**config.mk**
```make
export PLATFORM = sky130hd
export DESIGN_NAME = load_store_unit
export DESIGN_NICKNAME = d
export VERILOG_FILES = /design/src/rtl/load_store_unit.sv
export SDC_FILE = /design/constraint.sdc
export NUM_CORES = 1
export LEC_CHECK = 0
export ABC_AREA = 1
export CORE_UTILIZATION = 41
export DETAILED_ROUTE_END_ITERATION = 8
export PLACE_DENSITY = 0.77
export RECOVER_POWER = 25
export REMOVE_ABC_BUFFERS = 1
export SETUP_SLACK_MARGIN = 0.4
export SLEW_MARGIN = 10
export SYNTH_ARGS = -nofsm -noshare
export SYNTH_HDL_FRONTEND = slang
export SYNTH_SLANG_ARGS = --single-unit
export TNS_END_PERCENT = 30
```
**constraint.sdc**
```tcl
create_clock -name Clk -period 2.2 [get_ports Clk]
set_clock_uncertainty 0.2 [all_clocks]
set_input_delay 0.44 -clock Clk [delete_from_list [all_inputs] [get_ports Clk]]
set_output_delay 0.44 -clock Clk [all_outputs]
set_load 0.005 [all_outputs]
```
**src/rtl/load_store_unit.sv**
```systemverilog
// Memory-stage load/store unit: one M-stage access becomes one word-aligned
// req/ack bus transaction, with byte lanes, load extension, stall and fault flags.
module load_store_unit #(
  parameter int ADDR_W  = 32,
  parameter int TIMEOUT = 255
) (
  input  logic              Clk,
  input  logic              Reset,
  input  logic              MemWrite_M,
  input  logic              MemRead_M,
  input  logic [2:0]        Funct3_M,
  input  logic [ADDR_W-1:0] Addr_M,
  input  logic [31:0]       WriteData_M,
  output logic              Stall_M,
  output logic [31:0]       ReadData_W,
  output logic              Misalign_M,
  output logic              Fault,
  output logic              mem_req,
  output logic              mem_we,
  output logic [ADDR_W-1:0] mem_addr,
  output logic [3:0]        mem_be,
  output logic [31:0]       mem_wdata,
  input  logic              mem_ack,
  input  logic              mem_err,
  input  logic [31:0]       mem_rdata
);

  typedef enum logic [1:0] {IDLE, REQ, DONE} state_t;

  state_t      state;
  logic [7:0]  cnt;
  logic [2:0]  f3_q;
  logic [1:0]  lane_q;

  logic        is_ld, is_st, ld_ok, st_ok, mis, bad, start, hit;
  logic [3:0]  be_d;
  logic [31:0] wdata_d, sh, ext;
  logic [7:0]  bt;
  logic [15:0] hf;

  always_comb begin
    is_ld = MemRead_M & ~MemWrite_M;
    is_st = MemWrite_M & ~MemRead_M;
    ld_ok = Funct3_M inside {3'b000, 3'b001, 3'b010, 3'b100, 3'b101};
    st_ok = Funct3_M inside {3'b000, 3'b001, 3'b010};
    case (Funct3_M[1:0])
      2'b01:   mis = Addr_M[0];
      2'b10:   mis = Addr_M[1:0] != 2'b00;
      default: mis = 1'b0;
    endcase
    bad   = (is_ld & (~ld_ok | mis)) | (is_st & (~st_ok | mis));
    start = (state == IDLE) & (is_ld | is_st) & ~bad;
    hit   = cnt == 8'(TIMEOUT - 1);
  end

  // Reads always fetch the full word; lane selection happens on the way back.
  always_comb begin
    be_d    = 4'b1111;
    wdata_d = WriteData_M;
    if (is_st) begin
      case (Funct3_M[1:0])
        2'b00: begin
          be_d    = 4'b0001 << Addr_M[1:0];
          wdata_d = {4{WriteData_M[7:0]}};
        end
        2'b01: begin
          be_d    = 4'b0011 << {Addr_M[1], 1'b0};
          wdata_d = {2{WriteData_M[15:0]}};
        end
        default: ;
      endcase
    end
  end

  always_comb begin
    sh  = mem_rdata >> {lane_q, 3'b000};
    bt  = sh[7:0];
    hf  = lane_q[1] ? mem_rdata[31:16] : mem_rdata[15:0];
    case (f3_q)
      3'b000:  ext = {{24{bt[7]}}, bt};
      3'b001:  ext = {{16{hf[15]}}, hf};
      3'b100:  ext = {24'h0, bt};
      3'b101:  ext = {16'h0, hf};
      default: ext = mem_rdata;
    endcase
  end

  // Flag outputs are gated by reset so an abandoned access never leaks a stall.
  assign Stall_M    = Reset & (start | (state == REQ));
  assign Misalign_M = Reset & (state == IDLE) & bad;
  assign Fault      = Reset & (((state == IDLE) & MemRead_M & MemWrite_M) |
                               ((state == REQ) & ((mem_ack & mem_err) | (~mem_ack & hit))));
  assign mem_req    = state == REQ;

  always_ff @(posedge Clk or negedge Reset) begin
    if (!Reset) begin
      state      <= IDLE;
      cnt        <= 8'd0;
      f3_q       <= 3'd0;
      lane_q     <= 2'd0;
      mem_we     <= 1'b0;
      mem_addr   <= '0;
      mem_be     <= 4'd0;
      mem_wdata  <= 32'd0;
      ReadData_W <= 32'd0;
    end else begin
      case (state)
        IDLE: if (start) begin
          state     <= REQ;
          cnt       <= 8'd0;
          f3_q      <= Funct3_M;
          lane_q    <= Addr_M[1:0];
          mem_we    <= is_st;
          mem_addr  <= {Addr_M[ADDR_W-1:2], 2'b00};
          mem_be    <= be_d;
          mem_wdata <= wdata_d;
        end
        REQ: begin
          cnt <= cnt + 8'd1;
          if (mem_ack & ~mem_err) begin
            if (!mem_we) ReadData_W <= ext;
            state <= DONE;
          end else if ((mem_ack & mem_err) | hit) begin
            if (!mem_we) ReadData_W <= 32'd0;
            state <= DONE;
          end
        end
        default: state <= IDLE;
      endcase
    end
  end

endmodule

```
# Word level (Yosys, flattened, before mapping)
# Index checks and enable logic that the tools add are counted.
[totals]
reg_bits = 114
input_bits = 105
output_inout_bits = 105
wordCells = 89
[classes]
add_sub_neg = 1
n_eq_ne = 15
n_shift = 3
muxes = 17
n_bitwise = 31
n_reduce_logical = 13
[op_table]
columns = ["cell", "n"]
rows = [
  ["two-way mux 32 bit", 5],
  ["case mux 32 bit (4 select lines)", 1],
  ["case mux 32 bit (2 select lines)", 1],
  [">> shifter 32 x 5 -> 8 bit", 1],
  ["bitwise AND 1 bit", 16],
  ["two-way mux 16 bit", 1],
  ["case mux 8 bit (2 select lines)", 1],
  ["== test 3 bit, second input constant", 4],
  ["adder 8 x 1 -> 8 bit, second input constant", 1],
  ["== test 8 bit, second input constant", 1],
  ["two-way mux 8 bit", 1],
  ["bitwise OR 1 bit", 8],
  ["case mux 4 bit (2 select lines)", 1],
  ["NOT 1 bit", 7],
  ["== test 3 x 1 -> 1 bit, second input constant", 2],
  ["logical NOT 3 bit", 2],
  ["two-way mux 2 bit", 3],
  ["!= test 2 bit, second input constant", 3],
  ["AND reduction 2 bit", 3],
  ["nonzero test 2 bit", 3],
  ["nonzero test 5 bit", 1],
  ["== test 2 x 1 -> 1 bit, second input constant", 2],
  ["logical NOT 2 bit", 2],
  ["two-way mux 4 bit", 1],
  ["9 further kinds", 9],
]

# Logic depth before layout (Yosys ltp)
# Gate-level depths: netlist of the first run.
[depth]
depth_word = 10
mapped_depth = 14
depth_no_buf = 11

# Worst setup path before layout of the first run
# OpenSTA, ideal clock, no wires.
[synth_path]
path_kind = "input -> output"
start = "in Funct3_M[0]"
end = "out Stall_M"
t_arrival_ns = 1.604
t_required_ns = 1.560
setup_slack_ns = -0.044
cell_stages = 13
n_path_buf = 3
path_cell_list = "inv_1 ha_1 buf_4 inv_2 nand2_2 nand2_1 o21ai_1 nand2_1 nand2_4 nand2_4 buf_6 buf_6 a21oi_2"
[synth_via]
elab_chain_len = 10
elab_cells_between_ends = 21
cone_classes = "eq/ne (6); mux (1); bitwise (11); reduce/logical (3)"
[synth_lines]
columns = ["element", "line_no", "text"]
rows = [
  ["start: declaration", "11", "input logic [2:0] Funct3_M,"],
  ["== test 3 x 1 -> 1 bit (tied with other cells)", "44, 45", ""],
  ["nonzero test 5 bit / nonzero test 3 bit (equally long branches)", "44, 45", ""],
  ["NOT 1 bit", "51", "bad = (is_ld & (~ld_ok | mis)) | (is_st & (~st_ok | mis));"],
  ["bitwise OR 1 bit", "51", ""],
  ["bitwise AND 1 bit", "51", ""],
  ["bitwise OR 1 bit (*)", "51", ""],
  ["NOT 1 bit (*)", "52", "start = (state == IDLE) & (is_ld | is_st) & ~bad;"],
  ["bitwise AND 1 bit (*)", "52", ""],
  ["bitwise OR 1 bit (*)", "89", "assign Stall_M = Reset & (start | (state == REQ));"],
  ["bitwise AND 1 bit (*)", "89", ""],
  ["end: declaration", "14", "output logic Stall_M,"],
]
# Mark *: on every way between the ends. The rest lies on a longest branch, timed or not.

# Worst setup path in the final report of the first run
[layout_path]
start = "reg cnt[0]"
end = "out Fault"
[layout_via]
elab_chain_len = 6
[layout_lines]
columns = ["element", "line_no", "text"]
rows = [
  ["start: declaration", "31", "logic [7:0] cnt;"],
  ["start signal: assignment", "119", "cnt <= cnt + 8'd1;"],
  ["== test 8 bit", "53", "hit = cnt == 8'(TIMEOUT - 1);"],
  ["bitwise AND 1 bit", "92", "((state == REQ) & ((mem_ack & mem_err) | (~mem_ack & hit))));"],
  ["bitwise OR 1 bit", "92", ""],
  ["bitwise AND 1 bit", "92", ""],
  ["bitwise OR 1 bit", "91", "assign Fault = Reset & (((state == IDLE) & MemRead_M & MemWrite_M) |"],
  ["bitwise AND 1 bit", "91", ""],
  ["end: declaration", "17", "output logic Fault,"],
]
# Every way passes these cells.

==> results.md, run 1 <==
- For this run, the total global-route usage over all layers was measured as 24.8%.
- The share of the Yosys chip area taken by registers is 48.8%.
- In this run the remaining antenna-violating nets after routing total 0.
- The final route contains 6132 vias.
- STA classifies the critical path endpoint as an output pin.
- With fillers left out, the area of the finished cells amounts to 0.00947 sq mm.
- Detailed placement ended at an HPWL of 11.6 mm.
- The first global-routing pass estimated 28.0 mm of wire.
- The count of pins over their slew limit is 0.
- The later-pin clock latency in the skew report is 410 ps.
- The placed instances occupy a cell area of 0.00818 sq mm.
- Port buffering added 207 buffers.
- Yosys mapped a number of flops with a built-in enable equal to 0.
- The total detailed-routing wirelength is 19.1 mm.
- The sum of overflow across all layers after global routing is 0.
- The classification of the worst setup path is register to output pin.
- The area of the placeable core is 0.0139 sq mm.
- The CTS H-tree depth is 4.
- Data on the critical path arrives at its endpoint at 1530 ps.
- Among all cell types in the netlist, the one instantiated most often is sky130_fd_sc_hd__nand2_1.
- The flow ran to the end, and the final reports show no timing, DRC or antenna violations.
- The peak supply drop is 0.684 mV.
- The tightest hold path in the finished design has a slack of 250 ps.
- The number of I/O pins is 210.
- The length of the first detailed-routing pass in iterations is 5.
- Headroom to the max-slew limit came out at 28.7%.
- The total power is 11.0 mW.
- The utilization after layout is 68.2%.
- The final layout contains 1119 nets.
- The number of warning messages in the yosys log is 0.
- Counting along the longest clock path gives a buffer depth of 2.
- The congestion estimate from routability-driven global placement came to 0.802.
- For the pin with the worst max-slew slack, the measured transition is 1070 ps.
- The floorplan has 43 rows.
- After detailed routing, the number of remaining DRC violations is 0.
- The share of post-route cells with drive strength above 1 is 15.2%.
- The initial antenna violation count is 0.
- The count of max-cap constraint violations is 0.
- The clock drives 114 sinks.
- TritonCTS built the clock tree.
- The kind of start point of the critical path is a register.
- Along the worst path, the maximum fanout reaches 2.
- The area of the die is 0.0147 sq mm.
- The share of async-settable or async-resettable flops after synthesis is 100%.
- The via count normalized by instance count is 5.12.
- The per-cell routed wire length is 15.9 um.
- From synthesis to final layout, the design area changed by 61.9%.
- The number of diodes is 0.
- Synthesis inferred 114 register bits.
- Setup repair after global routing could not meet its margin everywhere.
- The dominant cell type by area after synthesis is sky130_fd_sc_hd__dfrtp_1.
- The number of endpoints failing setup at the final stage is 0.
- The violation count after the first detailed-routing iteration is 402.
- For this design the ratio of total power to cell area is 1160 mW/mm^2.
- Timing would allow up to 461 MHz.
- The number of global-route vias before repair is 5839.
- Among all flip-flop cells after synthesis, the most frequent one is sky130_fd_sc_hd__dfrtp_1.
- The die width is 121 um.
- The die is 121 um tall.
- Clock tree synthesis selected as its root buffer the cell sky130_fd_sc_hd__clkbuf_16.
- The commonest cells after synthesis are 289 x sky130_fd_sc_hd__nand2_1, 114 x sky130_fd_sc_hd__dfrtp_1, 86 x sky130_fd_sc_hd__nand3_1.
- The synthesized design devotes to its leading area cell type 48.8% of total area.
- The analysis attributes to cell leakage a power of 5.81 nW.
- Synthesis instantiated 36 different standard cells from the library.
- The required time of the critical path is 1560 ps.
- By area the synthesized netlist is led by sky130_fd_sc_hd__dfrtp_1 49%, sky130_fd_sc_hd__nand2_1 19%, sky130_fd_sc_hd__nand3_1 7.4%.
- The starting density of the core is 42.1%.
- The class of the tightest hold or removal check is input pin to register.
- The area of the mapped netlist is 0.00585 sq mm.
- Entering global routing, the biggest net connects 115 pins.
- The number of standard cells after synthesis is 770.
- In the finished design, the share of the clock period the worst path needs comes to 98.6%.
- The post-CTS clock slew at the launch and capture registers of the worst setup and hold paths is 50 ps.
- The average instance in the mapped netlist occupies 7.59 sq um.
- For the finished layout, the period the worst path requires is 2170 ps.
- Buffers inserted during clock tree synthesis total 17.
- The number of endpoints with negative hold slack in the final report is 0.
[worst max-delay path, cell delays in order, from the launching register on]
cell                      delay (ps)
sky130_fd_sc_hd__dfrtp_1         390
sky130_fd_sc_hd__inv_2            80
sky130_fd_sc_hd__ha_4            110
sky130_fd_sc_hd__nand4_1         110
sky130_fd_sc_hd__nand2_1         120
sky130_fd_sc_hd__nand2_1          60
sky130_fd_sc_hd__a21oi_1         110
sky130_fd_sc_hd__buf_2           130
[path summary, 6_finish.rpt]
kind                                   to  slack [ps]         start  cells after the start
max in group asynchronous   mem_wdata[14]         420         Reset                      3
setup reg to reg           ReadData_W[23]          40        cnt[1]                     13
hold / removal                  lane_q[1]         250     Addr_M[1]                      4
hold reg to reg              mem_addr[16]         260  mem_addr[16]                      2
min in group asynchronous        state[0]         620         Reset                      3
setup / recovery                    Fault          30        cnt[0]                      7
[metal layers]
metal	wire, um	GRT usage [%]	up-vias	share of wire, %
met1	7280	28.1	2884	38
met2	9310	40.6	277	49
li1	-	-	2933	-
met4	493	10.6	0	2.6
met3	1970	10.7	38	10
met5	0	0	-	0
[sequential cells by signal (all words and copies together) (netlist names)]
name        cells
ReadData_W     32
cnt             8
f3_q            3
lane_q          2
mem_addr       30
mem_be          4
mem_wdata      32
mem_we          1
state           2
[timing repair]
item,4_1_cts,5_1_grt
gates cloned,1,3
endpoints found under the setup margin,200,200
endpoints found under the hold margin,114,0
buffers inserted,8,11
pin swaps,8,25
hold buffers,1,0
gates resized for setup,58,174
[where the power goes]
group	switching, mW	internal (mW)
sequential	0.571	3.03
combinational	2.36	2.44
clock	0.929	1.65
total	3.87	7.11
[through the flow]
step	worst slack [ps]	TNS (ps)	instances
after floorplan	-1230	-71080	724
after global placement	-694	-40700	1144
after detailed placement	-739	-44950	1144
after CTS	14.3	0	1184
after global routing	-107	-777	1198
final	31.6	0	1198
[placed cells by master (no fill, tap or decap), types with 19 or more instances in the layout]
cell type,instances
sky130_fd_sc_hd__dlymetal6s2s_1,100
sky130_fd_sc_hd__nand2_1,266
sky130_fd_sc_hd__clkbuf_16,19
sky130_fd_sc_hd__nand3_1,85
sky130_fd_sc_hd__dfrtp_1,113
sky130_fd_sc_hd__clkdlybuf4s50_1,96
sky130_fd_sc_hd__nor2_1,37
sky130_fd_sc_hd__inv_1,45
sky130_fd_sc_hd__nand2_2,19
sky130_fd_sc_hd__o21ai_0,64
sky130_fd_sc_hd__buf_4,36
[kinds of logic after synthesis]
logic type / after synthesis / share of synthesized area, %
and+or+nand+nor: 442 / 31.8
DFF: 114 / 48.8
buffers and inverters: 104 / 8.28
AOI/OAI and AO/OA: 101 / 9.41
adders and majority gates: 7 / 1.50
xor gates and xnor gates: 1 / 0.150
other: 1 / 0.0641
[layout make-up]
class	count	area (sq um)
Clock buffer	24	492
Clock inverter	6	55.1
Fill cell	1107	4410
Inverter	57	224
Multi-Input combinational cell	553	2720
Sequential cell	114	2850
Tap cell	180	225
Timing Repair Buffer	264	2910
(Power assumes the default switching activity.)
==> inputs of run 2 (changes only) <==
--- a/config.mk
+++ b/config.mk
@@ -6,9 +6,11 @@
 export NUM_CORES = 1
 export LEC_CHECK = 0
 export ABC_AREA = 1
-export CORE_UTILIZATION = 41
+export CORE_UTILIZATION = 58
 export DETAILED_ROUTE_END_ITERATION = 8
-export PLACE_DENSITY = 0.77
+export DONT_BUFFER_PORTS = 1
+export MAX_ROUTING_LAYER = met4
+export PLACE_DENSITY = 0.76
 export RECOVER_POWER = 25
 export REMOVE_ABC_BUFFERS = 1
 export SETUP_SLACK_MARGIN = 0.4
==> results.md, run 2 (synthesized netlist as in run 1, its figures left out) <==
- The starting density of the core is 59.8% (+18 points).
- The number of placed cells counting well taps is 873 (-24%).
- The total detailed-routing wirelength is 21.4 mm (+12%).
- The post-CTS clock slew at the launch and capture registers of the worst setup and hold paths was 60 ps (about the same).
- The largest registers in the layout are ReadData_W (32), mem_wdata (32), mem_addr (30).
- Leaving out fill and tap cells, the most frequent cell in the layout is sky130_fd_sc_hd__nand2_1.
- The worst setup slack for register-to-register paths is 190 ps (+150 ps).
- The final worst setup slack is -67.1 ps (-98.8 ps).
- The area growth from synthesis to layout is 44.1%.
- The top cell types in the final layout, fill and taps aside, are 195 x sky130_fd_sc_hd__nand2_1, 112 x sky130_fd_sc_hd__dfrtp_1, 95 x sky130_fd_sc_hd__dlygate4sd3_1, 78 x sky130_fd_sc_hd__nand3_1, 65 x sky130_fd_sc_hd__nand2_2.
- The clock net sink count was 114 (unchanged).
- The leakage component of the power is 4.21 nW (-28%).
- The slew of the pin with the lowest slew margin is 540 ps (-529 ps).
- The CTS H-tree depth is 4 (unchanged).
- The worst-case clock buffer depth is 2 (unchanged).
- The area of all placed cells without fillers is 0.00843 sq mm (-11%).
- The remaining antenna violation count is 0 (unchanged).
- The share of the clock period used by the worst path came to 103% (+4.5 points).
- The area of the die is 0.0105 sq mm (-29%).
- The area of the placeable core was 0.00977 sq mm (-30%).
- The run finished, with violations left.
- The number of endpoints with negative hold slack in the final report is 114 (+114).
- The number of endpoints failing setup at the final stage is 1 (+1).
- The share of post-route cells with drive strength above 1 is 25.3% (+10 points).
- The global-route wire length before repair is 27.6 mm (-1.5%).
- The per-cell routed wire length came to 20.7 um (+30%).
- STA classifies the critical path endpoint as an output pin.
- The total power density per cell area is 1300 mW/mm^2 (+12%).
- The port buffer count came to 0 (-100%).
- The count of max-cap constraint violations was 0 (unchanged).
- The data arrival time of the critical path is 1630 ps (+100 ps).
- The total track usage is 36.0% (+11 points).
- The maximum net fanout on the critical path came to 2 (unchanged).
- The final weighted congestion in routability-driven placement is 0.862 (+7.6%).
- The pin count of the biggest net entering global routing came to 116 (+0.87%).
- The final layout net count is 999 (-11%).
- The final HPWL from detailed placement is 9.88 mm (-15%).
- The final standard cell count with taps included and fillers excluded is 1033 (-14%).
- The TritonCTS clock tree is done.
- The peak supply drop is 0.803 mV (+17%).
- The root buffer cell chosen for the clock tree is sky130_fd_sc_hd__clkbuf_8.
- The placement row count is 36 (-16%).
- The number of global-route vias before repair came to 5804 (-0.60%).
- The height of the die came to 102 um (-16%).
- The die width is 102 um (-16%).
- Setup repair after global routing could not meet its margin everywhere.
- STA classifies the critical path startpoint as a register.
- The via count normalized by instance count is 6.17 (+20%).
- The DRC violation count after routing is 0 (unchanged).
- The required time of the critical path is 1560 ps (about the same).
- The post-layout minimum cycle time came to 2270 ps (+98.8 ps).
- The utilization after layout was 86.2% (+18 points).
- The initial antenna violation count is 0 (unchanged).
- The minimum hold slack is -577 ps (-827 ps).
- The placed standard-cell area is 0.00591 sq mm (-28%).
- The class of the tightest hold or removal check is input pin to asynchronous set/reset pin.
- The vias after detailed routing is 6369 (+3.9%).
- The violation count after the first detailed-routing iteration came to 569 (+42%).
- The later-pin clock latency in the skew report is 510 ps (+100 ps).
- The count of pins over their slew limit came to 0 (unchanged).
- The normalized max-slew margin is 63.9% (+35 points).
- The checks that failed: hold timing, setup timing.
- The highest achievable clock rate was 441 MHz (-4.4%).
- The number of I/O pins came to 210 (unchanged).
- The worst-case setup slack after placement is 149 ps (+888 ps).
- The total clock buffers created by CTS came to 17 (unchanged).
- The classification of the worst setup path is register to output pin.
- The sum of overflow across all layers after global routing is 0 (unchanged).
- The number of diodes is 0 (unchanged).
- The length of the first detailed-routing pass in iterations is 6 (+1).
run 2: cell types whose count changed in the layout (fill, tap and decap cells not counted), sizes merged, moves of 2 or more:
cell and change:
bufinv +2, dlygate4sd3 +94, clkinvlp +4, clkdlybuf4s50 -96
buf -20, dlymetal6s2s -100, clkinv -2
run 2: report_power, final:
part	total [mW]	leakage [nW]	internal (mW)	switching (mW)
Combinational	3.97	2.47	1.63	2.35
Sequential	4.15	1.44	3.03	1.12
Clock	2.83	0.295	1.85	0.979
Total	11.0	4.21	6.50	4.45
run 2: repair_timing:
action                     4_1_cts  5_1_grt
pin swaps                       14       82
buffers inserted                13       12
hold buffers                    94        1
setup endpoints to repair       23      106
gates cloned                     1        7
gates resized for setup         21      186
hold endpoints to repair       210      115
run 2: final timing paths:
check                          startpoint        endpoint  cells after the start
max                                cnt[3]           Fault                      6
min                                 Reset          mem_we                      0
min reg2reg                ReadData_W[21]  ReadData_W[21]                      2
max in group asynchronous           Reset   mem_wdata[26]                      0
min in group Clk                Addr_M[0]       mem_be[2]                      3
max reg2reg                      state[0]          cnt[7]                     10
run 2: layer usage:
| layer | track usage [%] | vias to the layer above | share of wire [%] | routed length (um) |
|---|---|---|---|---|
| li1 | - | 2711 | - | - |
| met1 | 40.8 | 2966 | 33 | 7050 |
| met2 | 57.3 | 550 | 50 | 10600 |
| met3 | 11.1 | 142 | 12 | 2560 |
| met4 | 18.9 | 0 | 5.4 | 1170 |
| met5 | - | - | 0 | 0 |
run 2: final cells by class:
class	instances	area, sq um
inverters	57	224
multi-input cells	555	3090
fillers	503	1350
well taps	133	166
flip-flops and latches	114	2860
clock buffers	24	480
repair buffers	141	1480
repair inverters	1	7.51
clock inverters	8	125
run 2: critical path, cell delays in order (launching register included):
cell,delay (ps)
sky130_fd_sc_hd__dfrtp_1,350
sky130_fd_sc_hd__nand2_1,100
sky130_fd_sc_hd__nor2_2,150
sky130_fd_sc_hd__nand4_1,180
sky130_fd_sc_hd__nand2_2,120
sky130_fd_sc_hd__nand2_2,70
sky130_fd_sc_hd__a21oi_2,140
run 2: metrics by stage:
| stage | setup TNS (ps) | power [mW] |
|---|---|---|
| after detailed placement | 0 | 6.36 |
| after global placement | 0 | 6.21 |
| after global routing | -182 | 11.5 |
| after floorplan | -71080 | 5.43 |
| final | -67.1 | 11.0 |
| after CTS | -30.9 | 9.49 |
